### src/rtl/fetch_stage.sv
// -----------------------------------------------------------------------------
// fetch_stage: IF stage of the 5-stage RV32I pipeline.
// Holds the PC register and the IF/ID pipeline register. It drives the word
// address to a combinational-read instruction memory and captures the word
// that comes back. Hazard stalls and EX-stage redirects (flush) are applied
// here, before the decode stage sees the instruction.
//
// Optional feature macro: FETCH_MISALIGN_TRAP_EN
//   When it is defined, a redirect to a non-word-aligned target turns the next
//   IF/ID load into a bubble and raises fetch_misalign_o for that slot.
//   When it is undefined, the low target bits are dropped and fetch_misalign_o
//   is tied to 0.
//
// Ports
//   clk              in   1   clock, rising edge
//   reset            in   1   asynchronous, active-low reset
//   stall_i          in   1   hold PC and IF/ID (load-use hazard)
//   flush_i          in   1   redirect taken in EX; squash the current fetch
//   redirect_pc_i    in   32  redirect target, sampled when flush_i=1
//   pc_o             out  32  current PC (byte address, always word aligned)
//   instr_i          in   32  instruction word for pc_o (same cycle)
//   if_id_pc_o       out  32  PC of the instruction in IF/ID
//   if_id_pc4_o      out  32  if_id_pc_o + 4 (link value)
//   if_id_instr_o    out  32  instruction in IF/ID
//   if_id_valid_o    out  1   1 = real instruction, 0 = bubble
//   fetch_misalign_o out  1   misaligned redirect flag for the IF/ID slot
// -----------------------------------------------------------------------------
module fetch_stage #(
    parameter logic [31:0] RESET_PC   = 32'h0000_0000,
    parameter int unsigned IMEM_WORDS = 64,
    parameter logic [31:0] NOP_INSTR  = 32'h0000_0013
) (
    input  logic        clk,
    input  logic        reset,
    input  logic        stall_i,
    input  logic        flush_i,
    input  logic [31:0] redirect_pc_i,
    output logic [31:0] pc_o,
    input  logic [31:0] instr_i,
    output logic [31:0] if_id_pc_o,
    output logic [31:0] if_id_pc4_o,
    output logic [31:0] if_id_instr_o,
    output logic        if_id_valid_o,
    output logic        fetch_misalign_o
);

    localparam int unsigned XLEN = 32;

    logic [XLEN-1:0] r_pc;
    logic [XLEN-1:0] r_if_id_pc;
    logic [XLEN-1:0] r_if_id_pc4;
    logic [XLEN-1:0] r_if_id_instr;
    logic            r_if_id_valid;

    logic [XLEN-1:0] w_pc_plus4;
    logic [XLEN-1:0] w_redirect_pc;
    logic            w_in_range;
    logic            w_fetch_ok;

    // Sequential PC increment wraps naturally modulo 2^32.
    assign w_pc_plus4    = r_pc + XLEN'(4);
    assign w_redirect_pc = redirect_pc_i & ~XLEN'(3);
    // Word index compared against the memory depth; beyond it the fetch is junk.
    assign w_in_range    = XLEN'({2'b00, r_pc[XLEN-1:2]}) < XLEN'(IMEM_WORDS);

`ifdef FETCH_MISALIGN_TRAP_EN
    logic r_misalign_pend;
    logic r_misalign;

    // A pending misaligned redirect poisons the first advance after the flush.
    assign w_fetch_ok = w_in_range && !r_misalign_pend;

    // Misalign tracking: armed by flush, consumed by the next advance.
    always_ff @(posedge clk or negedge reset) begin
        if (!reset) begin
            r_misalign_pend <= 1'b0;
            r_misalign      <= 1'b0;
        end else if (flush_i) begin
            r_misalign_pend <= (redirect_pc_i[1:0] != 2'b00);
            r_misalign      <= 1'b0;
        end else if (!stall_i) begin
            r_misalign_pend <= 1'b0;
            r_misalign      <= r_misalign_pend;
        end
    end

    assign fetch_misalign_o = r_misalign;
`else
    assign w_fetch_ok       = w_in_range;
    assign fetch_misalign_o = 1'b0;
`endif

    // PC and IF/ID register: flush beats stall beats advance.
    always_ff @(posedge clk or negedge reset) begin
        if (!reset) begin
            r_pc          <= RESET_PC;
            r_if_id_pc    <= '0;
            r_if_id_pc4   <= '0;
            r_if_id_instr <= NOP_INSTR;
            r_if_id_valid <= 1'b0;
        end else if (flush_i) begin
            // Squash the word fetched this cycle; IF/ID pc/pc4 keep their values.
            r_pc          <= w_redirect_pc;
            r_if_id_instr <= NOP_INSTR;
            r_if_id_valid <= 1'b0;
        end else if (!stall_i) begin
            r_pc          <= w_pc_plus4;
            r_if_id_pc    <= r_pc;
            r_if_id_pc4   <= w_pc_plus4;
            r_if_id_instr <= w_fetch_ok ? instr_i : NOP_INSTR;
            r_if_id_valid <= w_fetch_ok;
        end
    end

    assign pc_o          = r_pc;
    assign if_id_pc_o    = r_if_id_pc;
    assign if_id_pc4_o   = r_if_id_pc4;
    assign if_id_instr_o = r_if_id_instr;
    assign if_id_valid_o = r_if_id_valid;

endmodule

### config.mk
export PLATFORM = sky130hd
export DESIGN_NAME = fetch_stage
export DESIGN_NICKNAME = d
export VERILOG_FILES = /design/src/rtl/fetch_stage.sv
export SDC_FILE = /design/constraint.sdc
export NUM_CORES = 1
export LEC_CHECK = 0
export CORE_MARGIN = 2
export CORE_UTILIZATION = 42
export DETAILED_ROUTE_END_ITERATION = 7
export PLACE_DENSITY = 0.75
export SLEW_MARGIN = 20
export SYNTH_ARGS = -nofsm -noshare
export SYNTH_HDL_FRONTEND = slang
export SYNTH_SLANG_ARGS = --single-unit
### constraint.sdc
create_clock -name clk -period 2.4 [get_ports clk]
set_input_delay 0.24 -clock clk [delete_from_list [all_inputs] [get_ports clk]]
set_output_delay 0.24 -clock clk [all_outputs]
set_load 0.05 [all_outputs]
==> impl_metrics.tcl <==
set metrics [dict create \
    ctsRootBufferMaster "clkbuf_16" \
    clock_sinks 123 \
    path_clk_slew_ns 0.06 \
    max_slew_margin_pct 63.0 \
    synthXorXnorAreaFrac_pct 8.85 \
    hpwl_um 11600 \
    async_reset_ff_share_pct 100 \
    power_mw 6.78 \
    mostFrequentLayoutCells "clkdlybuf4s50_1, nand2_1, dfrtp_1" \
    max_freq_mhz 465 \
    synthMuxAreaShare_pct 0.576 \
    syn_avg_cell_area_um2 9.65 \
    critPathCaptureType "flop" \
    hold_viol 0 \
    fin_util_pct 63.4 \
    dieArea_um2 14400 \
    run_status "completed" \
    crit_path_start_kind "flop" \
    synth_compound_area_share_pct 10.4 \
    hold_class "in -> reg" \
    grt-busiest-layer "met2" \
    cts_tree "built" \
    tns_ns 0 \
    wl_um 16100 \
    critPathMaxFanout 5 \
    drtIter0Drc 304 \
    design_area_um2 8370 \
    slew_violations 0 \
    antenna_cells 0 \
    route.detailed.drc 0 \
    worst_pin_slew_ns 0.550 \
    first_global_vias 4962 \
    cts_resized 0 \
    met2_usage_pct 37.5 \
    overflow 0 \
    clk_latency_ns 0.42 \
    via_per_inst 5.16 \
    core.rowCount 42 \
    synth_top_family_by_area "simple AND/OR/NAND/NOR gates" \
    mostFrequentLayoutCell "clkdlybuf4s50_1" \
    num_vias 4945 \
    regArea_um2 3080 \
    dpl-instance-area_um2 7760 \
    antenna_found_initial 0 \
    wire_per_inst_um 16.8 \
    rsz0062_at_grt "no" \
    syn_inst 585 \
    ys_seq_area_share_pct 54.6 \
    fin_crit_sh_pct 89.7 \
    firstDrtPassIters 5 \
    setup_viol 0 \
    yosysUniqueCellTypes 39 \
    grt_max_degree 82 \
    ioPinCount 198 \
    cts-htree-levels 4 \
    multi_input_area_um2 2310 \
    area_growth_pct 48.3 \
    synth-seq-cells 123 \
    cts_buffers 17 \
    p_per_area_nw_per_um2 811 \
    synth-edff-count 0 \
    hold_buffers 1 \
    use_met1_pct 30.5 \
    drive_above_1_share_pct 11.0 \
    arrival_ns 2.45 \
    n_fill_cell 1118 \
    netlist_area_um2 5640 \
    min_period_ns 2.15 \
    track_usage_pct 23.4 \
    finalNetCount 840 \
    synthAdderAreaFrac_pct 0.222 \
    cap_viol_max_count 0 \
    post_cts_buffers 0 \
    drt.antenna.violating_nets 0 \
    port_buffers 188 \
    core_area_um2 13200 \
    ys.warnings.count 0 \
    use_met3_pct 6.32 \
    crit_type "reg -> reg" \
    initial_core_util_pct 42.8 \
    ir_drop_uv 454 \
    gp_congestion 0.825 \
    cts_buffer_depth 2 \
    die_w_um 120 \
    leakage_nw 3.59 \
    worstPathRequired_ns 2.70 \
    synthSimpleGateAreaFrac_pct 20.2 \
    grt_pass1_wl_um 26000 \
    die_y_um 120 \
    fin_skew_ns 0.00772 \
    synth-main-ff-cell "dfrtp_1" \
]
==> per-layer routing <==
layer  part of all wire, %  up-vias
li1                      -     2310
met1                    43     2430
met2                    49      186
met3                   6.6       19
met4                   1.6        0
met5                     0        -
==> stage by stage <==
stage	hold WS (ns)	worst slack, ns	instances
2_1_floorplan	-0.0556	0.0590	591
3_3_place_gp	0.253	0.316	927
3_5_place_dp	0.265	0.237	927
4_1_cts	0.292	0.227	959
5_1_grt	0.329	0.0652	959
6_report	0.320	0.247	959
==> logic make-up (layout without fill, tap and decap cells) <==
family / after synthesis / after routing
AOI/OAI and AO/OA: 92 / 92
xor gates and xnor gates: 57 / 57
adders and majority gates: 1 / 1
buffers and inverters: 62 / 254
DFF: 123 / 123
muxes: 3 / 3
other: 1 / 7
and+or+nand+nor: 246 / 246
==> path summary, 6_finish.rpt <==
kind	from	endpoint	slack (ns)	depth (start not counted)
worst min register to register	if_id_pc_o[25]$_DFFE_PN0P_	if_id_pc_o[25]$_DFFE_PN0P_	0.47	2
max in group asynchronous	reset	if_id_pc4_o[19]$_DFFE_PN0P_	1.26	3
min in group asynchronous	reset	if_id_pc_o[19]$_DFFE_PN0P_	0.35	2
worst max-delay path	pc_o[3]$_DFFE_PN0N_	pc_o[14]$_DFFE_PN0N_	0.25	6
worst min-delay path	flush_i	pc_o[26]$_DFFE_PN0N_	0.32	3
worst max register to register	pc_o[3]$_DFFE_PN0N_	pc_o[14]$_DFFE_PN0N_	0.25	6
==> synth_stat cells, types with 2 or more instances <==
library cell,instances,area [µm²]
nand4_1,10,62.6
nor2b_1,2,12.5
xor2_1,29,254
nand4b_1,2,17.5
nand3_1,13,65.1
buf_2,11,55.1
inv_1,2,7.51
o21ai_0,52,260
or2_2,3,18.8
nor4_4,3,63.8
a22o_1,29,254
buf_4,8,60.1
and4_1,2,17.5
nand2_1,166,623
o32a_1,3,30.0
dfstp_2,3,78.8
nor2_1,14,52.6
o21ai_1,7,35.0
nor3_1,10,50.1
clkbuf_2,2,10.0
dfrtp_1,120,3000
nor4_1,11,68.8
xnor2_1,28,245
and3_1,3,18.8
clkbuf_1,37,139
mux2_2,2,22.5
==> critical path, cell delays in order, from the launching register on <==
cell and delay (ns):
dfrtp_2 0.39, ha_1 0.25, nand3_2 0.13, or4_1 0.57
nor4_1 0.32, xor2_1 0.11, mux2_2 0.27
==> power by group <==
| group | internal [mW] | leakage, nW | total [mW] | switching (mW) |
|---|---|---|---|---|
| sequential | 2.27 | 1.57 | 2.43 | 0.159 |
| combinational | 0.606 | 1.74 | 1.77 | 1.17 |
| clock | 1.67 | 0.283 | 2.58 | 0.909 |
==> layout make-up <==
cell class,count,share of cell area [%]
clock inverters,12,1.76
repair buffers,221,25.7
multi-input cells,406,27.6
inverters,2,0.0897
flip-flops and latches,123,36.9
clock buffers,19,5.41
well taps,176,2.63
==> registers in the layout (all words and copies together) (netlist names) <==
| register | flops |
|---|---|
| if_id_instr_o | 32 |
| if_id_pc4_o | 30 |
| if_id_pc_o | 30 |
| if_id_valid_o | 1 |
| pc_o | 30 |
Note: power is estimated with default switching activity, not from simulation.
